<file path="src/rtl/class_argmax_reader_pkg.sv">
// Shared definitions for the class argmax output stage: FP32 field
// positions, default dimensions (NUM_IMG / NUM_CLASS) and the reader FSM
// encoding.
package class_argmax_reader_pkg;

   localparam int SIGN_BIT = 31;
   localparam int EXP_MSB  = 30;
   localparam int EXP_LSB  = 23;
   localparam int MAN_MSB  = 22;
   localparam logic [7:0] EXP_ALL1 = 8'hFF;

   localparam int DEF_NUM_IMG   = 4;
   localparam int DEF_NUM_CLASS = 1000;

   typedef enum logic [1:0] {
      ST_COLLECT = 2'd0,
      ST_RESULT  = 2'd1,
      ST_DONE    = 2'd2
   } state_t;

   // Quiet or signalling NaN: all-ones exponent with a non-zero mantissa.
   function automatic logic fp32_is_nan(input logic [31:0] v);
      return (v[EXP_MSB:EXP_LSB] == EXP_ALL1) && (v[MAN_MSB:0] != '0);
   endfunction

endpackage

</file>
<file path="src/rtl/class_argmax_reader_if.sv">
// Bus between the vip_top output FIFO / result consumer and the argmax
// reader. Optional nan_flag signal exists only with ARGMAX_NAN_FLAG_EN.
interface class_argmax_reader_if #(
   parameter int DATA_WIDTH = 32,
   parameter int NUM_CLASS  = class_argmax_reader_pkg::DEF_NUM_CLASS,
   parameter int NUM_IMG    = class_argmax_reader_pkg::DEF_NUM_IMG
) ();
   logic [DATA_WIDTH:0]              fifo_data;
   logic                             fifo_empty;
   logic                             fifo_rdreq;
   logic                             result_valid;
   logic                             result_ready;
   logic [$clog2(NUM_CLASS)-1:0]     result_class;
   logic [DATA_WIDTH-1:0]            result_score;
   logic [$clog2(NUM_IMG+1)-1:0]     result_img;
   logic                             done;
`ifdef ARGMAX_NAN_FLAG_EN
   logic                             nan_flag;
`endif

   // Reader side.
   modport master (
      input  fifo_data, fifo_empty, result_ready,
      output fifo_rdreq, result_valid, result_class, result_score, result_img, done
`ifdef ARGMAX_NAN_FLAG_EN
      , output nan_flag
`endif
   );

   // FIFO / consumer side.
   modport slave (
      output fifo_data, fifo_empty, result_ready,
      input  fifo_rdreq, result_valid, result_class, result_score, result_img, done
`ifdef ARGMAX_NAN_FLAG_EN
      , input nan_flag
`endif
   );
endinterface

</file>
<file path="src/rtl/class_argmax_reader_fp32_gt.sv">
// Combinational FP32 strict greater-than (a > b). +0 and -0 are equal;
// NaNs fall through the sign/magnitude rules with no special handling.
module fp32_gt
   import class_argmax_reader_pkg::*;
(
   input  logic [31:0] a_i,
   input  logic [31:0] b_i,
   output logic        gt_o
);
   logic [SIGN_BIT-1:0] mag_a, mag_b;
   logic                both_zero;

   assign mag_a     = a_i[SIGN_BIT-1:0];
   assign mag_b     = b_i[SIGN_BIT-1:0];
   assign both_zero = (mag_a == '0) && (mag_b == '0);

   // Sign first, then magnitude (reversed ordering for negatives).
   always_comb begin
      gt_o = 1'b0;
      if (a_i[SIGN_BIT] != b_i[SIGN_BIT])
         gt_o = !a_i[SIGN_BIT] && !both_zero;
      else if (!a_i[SIGN_BIT])
         gt_o = mag_a > mag_b;
      else
         gt_o = mag_a < mag_b;
   end
endmodule

</file>
<file path="src/rtl/class_argmax_reader.sv">
// Output stage after vip_top: pops {image_class, score} words, keeps the
// running argmax over NUM_CLASS class scores per image and hands one result
// per image over valid/ready; done goes sticky after NUM_IMG results.
// Optional feature macro: ARGMAX_NAN_FLAG_EN (NaN scores never win, and a
// per-image nan_flag is presented with the result).
module class_argmax_reader
   import class_argmax_reader_pkg::*;
#(
   parameter int DATA_WIDTH = 32,
   parameter int NUM_CLASS  = DEF_NUM_CLASS,
   parameter int NUM_IMG    = DEF_NUM_IMG
) (
   input  logic                  clock,
   input  logic                  reset,
   class_argmax_reader_if.master bus
);
   localparam int CNT_W = $clog2(NUM_CLASS + 1);
   localparam int CLS_W = $clog2(NUM_CLASS);
   localparam int IMG_W = $clog2(NUM_IMG + 1);
   localparam logic [CNT_W:0]   NC_EXT   = (CNT_W+1)'(NUM_CLASS);
   localparam logic [CNT_W-1:0] LAST_CNT = CNT_W'(NUM_CLASS - 1);
   localparam logic [IMG_W-1:0] IMG_LAST = IMG_W'(NUM_IMG - 1);

   state_t                  state_q, state_d;
   logic [CNT_W-1:0]        cls_cnt_q, cls_cnt_d;
   logic [IMG_W-1:0]        img_cnt_q, img_cnt_d;
   logic                    rd_pend_q;
   logic [DATA_WIDTH-1:0]   best_q, best_d;
   logic [CLS_W-1:0]        best_idx_q, best_idx_d;
   logic [CLS_W-1:0]        res_class_q, res_class_d;
   logic [DATA_WIDTH-1:0]   res_score_q, res_score_d;
   logic                    done_q, done_d;
`ifdef ARGMAX_NAN_FLAG_EN
   logic                    have_best_q, have_best_d;
   logic                    nan_seen_q, nan_seen_d;
   logic                    res_nan_q, res_nan_d;
   logic                    score_nan;
`endif

   logic [DATA_WIDTH-1:0]   score;
   logic                    score_gt;
   logic                    cls_word;
   logic [CNT_W:0]          inflight;

   assign score    = bus.fifo_data[DATA_WIDTH-1:0];
   assign cls_word = rd_pend_q && bus.fifo_data[DATA_WIDTH];
   assign inflight = {1'b0, cls_cnt_q} + {{CNT_W{1'b0}}, rd_pend_q};
`ifdef ARGMAX_NAN_FLAG_EN
   assign score_nan = fp32_is_nan(score);
`endif

   fp32_gt u_gt (
      .a_i  (score),
      .b_i  (best_q),
      .gt_o (score_gt)
   );

   // Pop only while collecting and while the words already counted plus the
   // one in flight cannot exceed this image's class words; reset gates it
   // so every output is 0 the moment reset rises.
   assign bus.fifo_rdreq   = !reset && (state_q == ST_COLLECT) && !bus.fifo_empty
                             && (inflight < NC_EXT);
   assign bus.result_valid = (state_q == ST_RESULT);
   assign bus.result_class = res_class_q;
   assign bus.result_score = res_score_q;
   assign bus.result_img   = img_cnt_q;
   assign bus.done         = done_q;
`ifdef ARGMAX_NAN_FLAG_EN
   assign bus.nan_flag     = res_nan_q;
`endif

   // Next state: running argmax while collecting, result hand-off, done.
   always_comb begin
      state_d     = state_q;
      cls_cnt_d   = cls_cnt_q;
      img_cnt_d   = img_cnt_q;
      best_d      = best_q;
      best_idx_d  = best_idx_q;
      res_class_d = res_class_q;
      res_score_d = res_score_q;
      done_d      = done_q;
`ifdef ARGMAX_NAN_FLAG_EN
      have_best_d = have_best_q;
      nan_seen_d  = nan_seen_q;
      res_nan_d   = res_nan_q;
`endif
      case (state_q)
         ST_COLLECT: begin
            if (cls_word) begin
`ifdef ARGMAX_NAN_FLAG_EN
               // A NaN never becomes the best; have_best tracks whether any
               // real score has been seen yet in this image.
               if (cls_cnt_q == '0) begin
                  best_d      = score_nan ? '0 : score;
                  best_idx_d  = '0;
                  have_best_d = !score_nan;
                  nan_seen_d  = score_nan;
               end else begin
                  nan_seen_d = nan_seen_q || score_nan;
                  if (!score_nan && (!have_best_q || score_gt)) begin
                     best_d      = score;
                     best_idx_d  = cls_cnt_q[CLS_W-1:0];
                     have_best_d = 1'b1;
                  end
               end
`else
               if ((cls_cnt_q == '0) || score_gt) begin
                  best_d     = score;
                  best_idx_d = cls_cnt_q[CLS_W-1:0];
               end
`endif
               cls_cnt_d = cls_cnt_q + CNT_W'(1);
               if (cls_cnt_q == LAST_CNT) begin
                  res_class_d = best_idx_d;
                  res_score_d = best_d;
`ifdef ARGMAX_NAN_FLAG_EN
                  res_nan_d   = nan_seen_d;
`endif
                  state_d     = ST_RESULT;
               end
            end
         end
         ST_RESULT: begin
            if (bus.result_ready) begin
               cls_cnt_d = '0;
               img_cnt_d = img_cnt_q + IMG_W'(1);
`ifdef ARGMAX_NAN_FLAG_EN
               res_nan_d = 1'b0;
`endif
               if (img_cnt_q == IMG_LAST) begin
                  state_d = ST_DONE;
                  done_d  = 1'b1;
               end else begin
                  state_d = ST_COLLECT;
               end
            end
         end
         default: state_d = state_q;
      endcase
   end

   // State, counters and result registers.
   always_ff @(posedge clock or posedge reset) begin
      if (reset) begin
         state_q     <= ST_COLLECT;
         cls_cnt_q   <= '0;
         img_cnt_q   <= '0;
         rd_pend_q   <= 1'b0;
         best_q      <= '0;
         best_idx_q  <= '0;
         res_class_q <= '0;
         res_score_q <= '0;
         done_q      <= 1'b0;
`ifdef ARGMAX_NAN_FLAG_EN
         have_best_q <= 1'b0;
         nan_seen_q  <= 1'b0;
         res_nan_q   <= 1'b0;
`endif
      end else begin
         state_q     <= state_d;
         cls_cnt_q   <= cls_cnt_d;
         img_cnt_q   <= img_cnt_d;
         rd_pend_q   <= bus.fifo_rdreq;
         best_q      <= best_d;
         best_idx_q  <= best_idx_d;
         res_class_q <= res_class_d;
         res_score_q <= res_score_d;
         done_q      <= done_d;
`ifdef ARGMAX_NAN_FLAG_EN
         have_best_q <= have_best_d;
         nan_seen_q  <= nan_seen_d;
         res_nan_q   <= res_nan_d;
`endif
      end
   end
endmodule

</file>
<file path="src/flat_wrapper.sv">
// flat-port wrapper written by rule: the top's interface ports become plain ports
module class_argmax_reader_flat import class_argmax_reader_pkg::*;
#(
   parameter int DATA_WIDTH = 32,
   parameter int NUM_CLASS  = DEF_NUM_CLASS,
   parameter int NUM_IMG    = DEF_NUM_IMG
)
  (clock, reset, bus_fifo_data, bus_fifo_empty, bus_result_ready, bus_fifo_rdreq, bus_result_valid, bus_result_class, bus_result_score, bus_result_img, bus_done);
  class_argmax_reader_if #(.DATA_WIDTH(DATA_WIDTH), .NUM_CLASS(NUM_CLASS), .NUM_IMG(NUM_IMG)) bus_i ();
  input  logic clock;
  input  logic reset;
  input wire logic [$bits(bus_i.fifo_data)-1:0] bus_fifo_data;
  input wire logic [$bits(bus_i.fifo_empty)-1:0] bus_fifo_empty;
  input wire logic [$bits(bus_i.result_ready)-1:0] bus_result_ready;
  output wire logic [$bits(bus_i.fifo_rdreq)-1:0] bus_fifo_rdreq;
  output wire logic [$bits(bus_i.result_valid)-1:0] bus_result_valid;
  output wire logic [$bits(bus_i.result_class)-1:0] bus_result_class;
  output wire logic [$bits(bus_i.result_score)-1:0] bus_result_score;
  output wire logic [$bits(bus_i.result_img)-1:0] bus_result_img;
  output wire logic [$bits(bus_i.done)-1:0] bus_done;
  assign bus_i.fifo_data = bus_fifo_data;
  assign bus_i.fifo_empty = bus_fifo_empty;
  assign bus_i.result_ready = bus_result_ready;
  assign bus_fifo_rdreq = bus_i.fifo_rdreq;
  assign bus_result_valid = bus_i.result_valid;
  assign bus_result_class = bus_i.result_class;
  assign bus_result_score = bus_i.result_score;
  assign bus_result_img = bus_i.result_img;
  assign bus_done = bus_i.done;
  class_argmax_reader #(.DATA_WIDTH(DATA_WIDTH), .NUM_CLASS(NUM_CLASS), .NUM_IMG(NUM_IMG)) u_core (.clock(clock), .reset(reset), .bus(bus_i));
endmodule
</file>
<file path="config.mk">
export PLATFORM = sky130hd
export DESIGN_NAME = class_argmax_reader_flat
export DESIGN_NICKNAME = d
export VERILOG_FILES = /design/src/rtl/class_argmax_reader_pkg.sv /design/src/rtl/class_argmax_reader_if.sv /design/src/rtl/class_argmax_reader_fp32_gt.sv /design/src/rtl/class_argmax_reader.sv /design/src/flat_wrapper.sv
export SDC_FILE = /design/constraint.sdc
export NUM_CORES = 1
export LEC_CHECK = 0
export ABC_AREA = 0
export ABC_CLOCK_PERIOD_IN_PS = 4000
export CORE_ASPECT_RATIO = 1.2
export CORE_MARGIN = 10
export CORE_UTILIZATION = 30
export CTS_CLUSTER_DIAMETER = 30
export DETAILED_ROUTE_END_ITERATION = 8
export PLACE_DENSITY_LB_ADDON = 0.15
export SYNTH_ARGS = -nofsm -noshare
export SYNTH_HDL_FRONTEND = slang
export SYNTH_SLANG_ARGS = --single-unit
export TNS_END_PERCENT = 5
</file>
<file path="constraint.sdc">
create_clock -name clock -period 4 [get_ports clock]
set_input_delay 0.8 -clock clock [delete_from_list [all_inputs] [get_ports clock]]
set_output_delay 0.8 -clock clock [all_outputs]
set_load 0.005 [all_outputs]
</file>
==> results of run 1 <==
[routing by layer]
metal / global-route usage / part of all wire / vias to the layer above
li1: - / - / 2119
met1: 0.157 / 0.43 / 2176
met2: 0.223 / 0.49 / 80
met3: 0.0311 / 0.060 / 18
met4: 0.0542 / 0.020 / 2
met5: 0 / 0.00051 / -
[layout make-up]
type                            count  area (um^2)
Fill cell                        1759        11200
Clock inverter                      6          110
Tap cell                          224          280
Multi-Input combinational cell    373         2710
Timing Repair Buffer              100          998
Inverter                           39          149
Clock buffer                       10          239
Sequential cell                   101         2530
[cells in the mapped netlist (2+ instances only)]
library cell  instances
and3_1                6
nor2_1               56
buf_2                 6
clkbuf_1             17
inv_1                39
ha_1                 35
o21ai_0              40
o211a_1               2
mux2_4               40
xor2_1                6
dfrtp_1             101
nand2_1              19
mux2_2                3
nor4_1               17
a21o_1                2
a31oi_1              39
xnor2_1               3
a21oi_1              13
a221oi_1              2
and4_1                2
o21ai_1               4
nand2b_1              2
or2_2                 2
nand3_1              43
nand4_1              15
o22ai_1               2
buf_6                 5
buf_1                 3
[cell usage in the layout, fill, tap and decap left out, types with 2 or more instances in the layout]
| master | Yosys | routed |
|---|---|---|
| a221oi_1 | 2 | 2 |
| mux2_4 | 40 | 40 |
| ha_1 | 35 | 35 |
| nor4_1 | 17 | 17 |
| nor2_1 | 56 | 56 |
| bufinv_16 | 0 | 3 |
| xor2_1 | 6 | 6 |
| a21o_1 | 2 | 2 |
| dfrtp_1 | 101 | 101 |
| mux2_2 | 3 | 3 |
| and4_1 | 2 | 2 |
| o21ai_0 | 40 | 39 |
| clkbuf_16 | 0 | 9 |
| a31oi_1 | 39 | 39 |
| or2_2 | 2 | 2 |
| a21oi_1 | 13 | 13 |
| o21ai_1 | 4 | 4 |
| clkinvlp_4 | 0 | 2 |
| inv_1 | 39 | 38 |
| xnor2_1 | 3 | 3 |
| nand3_1 | 43 | 43 |
| o211a_1 | 2 | 2 |
| clkdlybuf4s50_1 | 0 | 84 |
| o22ai_1 | 2 | 2 |
| nand2_1 | 19 | 19 |
| nand2b_1 | 2 | 2 |
| buf_12 | 0 | 3 |
| nand4_1 | 15 | 15 |
| and3_1 | 6 | 5 |
| buf_4 | 1 | 13 |
[kinds of logic after synthesis]
logic type               synth area share
AO/OA/AOI/OAI                       0.126
XOR/XNOR                           0.0142
flip-flops                          0.456
buffers and inverters              0.0569
adder cells (fa/ha/maj)            0.0790
AND/OR/NAND/NOR                     0.152
multiplexers                        0.116
[power by group through the flow]
stage	sequential, uW	clock [uW]	combinational (uW)
after floorplan	1390	0	1100
after global placement	1490	0	1430
after detailed placement	1490	0	1460
after CTS	1480	1060	1460
after global routing	1510	1080	1620
final	1480	1030	1440
[worst max path at each step]
| stage | cells after the start | end | slack, ns |
|---|---|---|---|
| global placement | 10 | u_core.best_idx_q[9] | 0.22 |
| floorplan | 1 | u_core.best_idx_q[0] | 0.55 |
| finish | 10 | u_core.best_idx_q[9] | 0.52 |
| detailed placement | 10 | u_core.best_idx_q[9] | 0.12 |
| CTS | 10 | u_core.best_idx_q[9] | 0.48 |
| global route | 10 | u_core.best_idx_q[9] | 0.37 |
[flip-flops by register name (all words and copies together) (netlist names)]
name	cells
u_core.best_q	32
u_core.bus.result_score	32
u_core.best_idx_q	10
u_core.bus.result_class	10
u_core.cls_cnt_q	10
u_core.bus.result_img	3
u_core.state_q	2
u_core.bus.done	1
u_core.rd_pend_q	1
[per-stage QoR]
| step | setup WS (ns) | total power [uW] |
|---|---|---|
| after detailed placement | 0.116 | 2950 |
| after global placement | 0.224 | 2910 |
| after global routing | 0.369 | 4210 |
| after CTS | 0.477 | 4000 |
| after floorplan | 0.553 | 2490 |
| final | 0.521 | 3940 |
==> results.sh, run 1 <==
export IMPL_track_usage=0.132
export IMPL_syn_cell_area_um2=5540
export IMPL_drive_gt1_frac=0.134
export IMPL_synthArstFlopShare=1.00
export IMPL_die_h_um=169
export IMPL_synth_seq_area_share=0.456
export IMPL_routed_via_density=5.15
export IMPL_synthDistinctLibCells=49
export IMPL_synth_seq_cells=101
export IMPL_seq_power_share=0.375
export IMPL_critPathArrivalTime_ns=3.72
export IMPL_dp_cells=837
export IMPL_holdWs_ns=0.470
export IMPL_ys_top_cells_by_area="dfrtp_1 (46%), mux2_4 (11%), ha_1 (7.9%), a31oi_1 (4.4%), nand3_1 (3.9%)"
export IMPL_cts_made_buffers=9
export IMPL_hold_path_class="flip-flop to flip-flop"
export IMPL_nets=696
export IMPL_synth_area_per_cell_um2=10.2
export IMPL_clk_path_buf_depth=2
export IMPL_worst_pin_slew_ns=0.755
export IMPL_start_kind="input port"
export IMPL_power_density_nw_per_um2=562
export IMPL_fin_setup_tns_ns=0
export IMPL_r2r_end="u_core.best_idx_q[9]"
export IMPL_fmax_mhz=287
export IMPL_cp_cell_sequence="clkdlybuf4s50_1, ha_1, nand4_1, or2_1, nor3_1, a21bo_1, a41o_1, o21ai_4, buf_12, mux2_2"
export IMPL_fp_dieArea_um2=24300
export IMPL_syn_nets=617
export IMPL_design_area_um2=7020
export IMPL_ctsHoldBuffers=0
export IMPL_hold_violations=0
export IMPL_hpwl_mm=11.4
export IMPL_swShare=0.361
export IMPL_cts_num_sinks=101
export IMPL_grt_antenna_before_repair=1
export IMPL_path_clk_slew_ns=0.07
export IMPL_io_buffer_count=84
export IMPL_h_tree_depth=3
export IMPL_holdPathEnd="u_core.bus.done"
export IMPL_p_leak_uw=0.00325
export IMPL_max_stage_delay_ns=0.49
export IMPL_status="finished, final reports clean"
export IMPL_clock_latency_ns=0.36
export IMPL_placed_cell_area_um2=6670
export IMPL_min_period_ns=3.48
export IMPL_crit_start="bus_fifo_data[26]"
export IMPL_power_frac_clock=0.261
export IMPL_antenna_left=0
export IMPL_final_core_util=0.386
export IMPL_worstSetupEndpointType="flip-flop"
export IMPL_rsz0062_at_grt="false"
export IMPL_drc=0
export IMPL_synth_edf_count=0
export IMPL_diodes=0
export IMPL_postCtsSetupBuffers=0
export IMPL_fin_worst_skew_ns=0.00651
export IMPL_wire_per_inst_um=18.4
export IMPL_yosysWarnings=0
export IMPL_min_period_over_period=0.870
export IMPL_cts_resized=0
export IMPL_fin_cells=853
export IMPL_crit_buf_inv=2
export IMPL_regToRegSetupSlack_ns=1.03
export IMPL_power_switching_uw=1420
export IMPL_syn_inst=545
export IMPL_die_x_um=144
export IMPL_wl_mm=15.7
export IMPL_drt_initial_drc_count=238
export IMPL_synth_top_flop_cell="dfrtp_1"
export IMPL_area_delta_synth_final_pct=26.6
export IMPL_min_delay_path_depth=1
export IMPL_cts_root_buf="clkbuf_16"
export IMPL_synth_top_area_cell="dfrtp_1"
export IMPL_setup_viol=0
export IMPL_start_util=0.305
export IMPL_maxSlewViolCount=0
export IMPL_grt_pass1_vias=4607
export IMPL_rows=54
export IMPL_combPwrFrac=0.364
export IMPL_min_from="u_core.bus.done"
export IMPL_max_cap_violations=0
export IMPL_critical_path_top_delay_family="buffers and inverters"
export IMPL_core_area_um2=18200
export IMPL_internal_power_uw=2520
export IMPL_vias=4395
export IMPL_grt_overflow_total=0
export IMPL_yosys_area_top_type_share=0.456
export IMPL_grt_max_degree=69
export IMPL_ios=85
export IMPL_crit_required_ns=4.24
export IMPL_ir_drop_uv=409
export IMPL_cts_tree="done"
export IMPL_cp_slowest_cell="clkdlybuf4s50_1"
export IMPL_relSlewSlack=0.496
export IMPL_r2r_start="u_core.best_q[26]"
export IMPL_first_pass_iters=4
export IMPL_gp_congestion=0.813
export IMPL_reg2reg_depth=10
export IMPL_grt_pass1_wl_mm=25.3
export IMPL_worst_path_max_fanout=31
export IMPL_worstSetupPathType="input port to flip-flop"
No activity file was read; power rests on OpenSTA's default activity.
==> run 2: changes to the inputs <==
- GPL_TIMING_DRIVEN: not set -> 0
==> run 2 against run 1 <==
Clock power decreased by 7%. Total power decreased by 1.6%. Clock skew about the same. Flip-flop and latch count unchanged. Die area unchanged. Core utilization about the same. First-iteration DRC count decreased by 20%.
==> results.sh, run 2 (synthesis gave the netlist of run 1 again) <==
export IMPL_start_util=0.305
export IMPL_fp_dieArea_um2=24300
export IMPL_die_h_um=169
export IMPL_min_period_ns=3.66
export IMPL_routed_top_layer="met4"
export IMPL_track_usage=0.141
export IMPL_path_clk_slew_ns=0.07
export IMPL_worst_pin_slew_ns=0.582
export IMPL_core_area_um2=18200
export IMPL_grt_overflow_total=0
export IMPL_grt_pass1_wl_mm=26.9
export IMPL_fin_worst_skew_ns=0.00688
export IMPL_final_core_util=0.386
export IMPL_fin_setup_tns_ns=0
export IMPL_ios=85
export IMPL_first_pass_iters=4
export IMPL_cts_made_buffers=9
export IMPL_grt_max_degree=62
export IMPL_fmax_mhz=273
export IMPL_diodes=0
export IMPL_cts_tree="done"
export IMPL_clock_latency_ns=0.36
export IMPL_postCtsSetupBuffers=0
export IMPL_drive_gt1_frac=0.119
export IMPL_h_tree_depth=3
export IMPL_critPathArrivalTime_ns=3.93
export IMPL_drc=0
export IMPL_rows=54
export IMPL_wire_per_inst_um=18.7
export IMPL_wl_met3_um=969
export IMPL_crit_required_ns=4.27
export IMPL_cts_root_buf="clkbuf_16"
export IMPL_grt_pass1_vias=4840
export IMPL_relSlewSlack=0.612
export IMPL_start_kind="input port"
export IMPL_dr_wl_met2_mm=7.88
export IMPL_rsz0062_at_grt="false"
export IMPL_routed_via_density=5.10
export IMPL_antenna_left=0
export IMPL_wl_mm=16.3
export IMPL_grt_antenna_before_repair=0
export IMPL_final_common_cell="dfrtp_1"
export IMPL_power_density_nw_per_um2=553
export IMPL_ir_drop_uv=211
export IMPL_hold_path_class="flip-flop to flip-flop"
export IMPL_wl_met1_mm=7.18
export IMPL_maxSlewViolCount=0
export IMPL_fillers=1814
export IMPL_worstSetupEndpointType="flip-flop"
export IMPL_ctsHoldBuffers=0
export IMPL_setup_viol=0
export IMPL_cts_num_sinks=101
export IMPL_nets=713
export IMPL_gp_congestion=0.818
export IMPL_hold_violations=0
export IMPL_worstSetupPathType="input port to flip-flop"
export IMPL_drt_initial_drc_count=191
export IMPL_regToRegSetupSlack_ns=0.91
export IMPL_min_period_over_period=0.915
export IMPL_clk_path_buf_depth=2
export IMPL_worst_path_max_fanout=10
export IMPL_final_cell_mix="dfrtp_1 (101), clkdlybuf4s50_1 (84), nor2_1 (56), nand3_1 (43)"
export IMPL_p_leak_uw=0.00324
export IMPL_max_cap_violations=0
export IMPL_status="finished, final reports clean"
export IMPL_hpwl_mm=12.2
export IMPL_area_delta_synth_final_pct=26.5
export IMPL_cts_resized=0
export IMPL_die_x_um=144
export IMPL_io_buffer_count=84
export IMPL_vias=4438
-- run 2: final timing paths --
kind                                               endpoint               from  depth (start not counted)
worst max-delay path            u_core.bus.result_score[30]  bus_fifo_data[29]                         11
worst min-delay path                        u_core.bus.done    u_core.bus.done                          1
worst max register to register  u_core.bus.result_score[30]   u_core.best_q[8]                         11
worst min register to register              u_core.bus.done    u_core.bus.done                          1
max in group asynchronous                 u_core.best_q[11]              reset                          3
min in group asynchronous                  u_core.rd_pend_q              reset                          2
-- run 2: layout make-up --
class	count	area [um^2]	share of cell area
inverters	39	149	0.0212
well taps	224	280	0.0400
plain buffers	32	169	0.0241
flip-flops and latches	101	2530	0.360
clock buffers	10	229	0.0327
clock inverters	6	87.6	0.0125
multi-input cells	373	2700	0.385
repair buffers	85	868	0.124
-- run 2: worst max-delay path: stages --
cell and delay (ns):
clkdlybuf4s50_1 0.54, ha_1 0.39, a21oi_1 0.19, nand2_1 0.08, a221oi_1 0.35, nand3_1 0.15
o21ai_0 0.27, buf_2 0.30, buf_1 0.44, nand3_1 0.19, a31oi_1 0.22
-- run 2: report_power, final --
group / switching [uW] / total [uW] / leakage, uW / internal [uW]
logic: 793 / 1460 / 0.00177 / 669
clock network: 407 / 954 / 0.000145 / 548
registers: 240 / 1460 / 0.00132 / 1220
-- run 2: metrics by stage --
step	worst slack (ns)	hold slack (ns)	power [uW]	instances	area [um^2]
6_report	0.342	0.479	3880	870	7010
3_5_place_dp	0.0434	0.466	2950	854	6700
2_1_floorplan	0.553	0.465	2490	545	5540
4_1_cts	0.389	0.488	3930	870	7010
3_3_place_gp	-1.21	0.458	2910	853	6670
5_1_grt	0.153	0.509	4200	870	7010
-- run 2: metal layers --
layer  up-vias  GRT usage
met1      2177      0.176
li1       2156          -
met2        87      0.234
met3        18     0.0330
met4         0     0.0471
met5         -          0
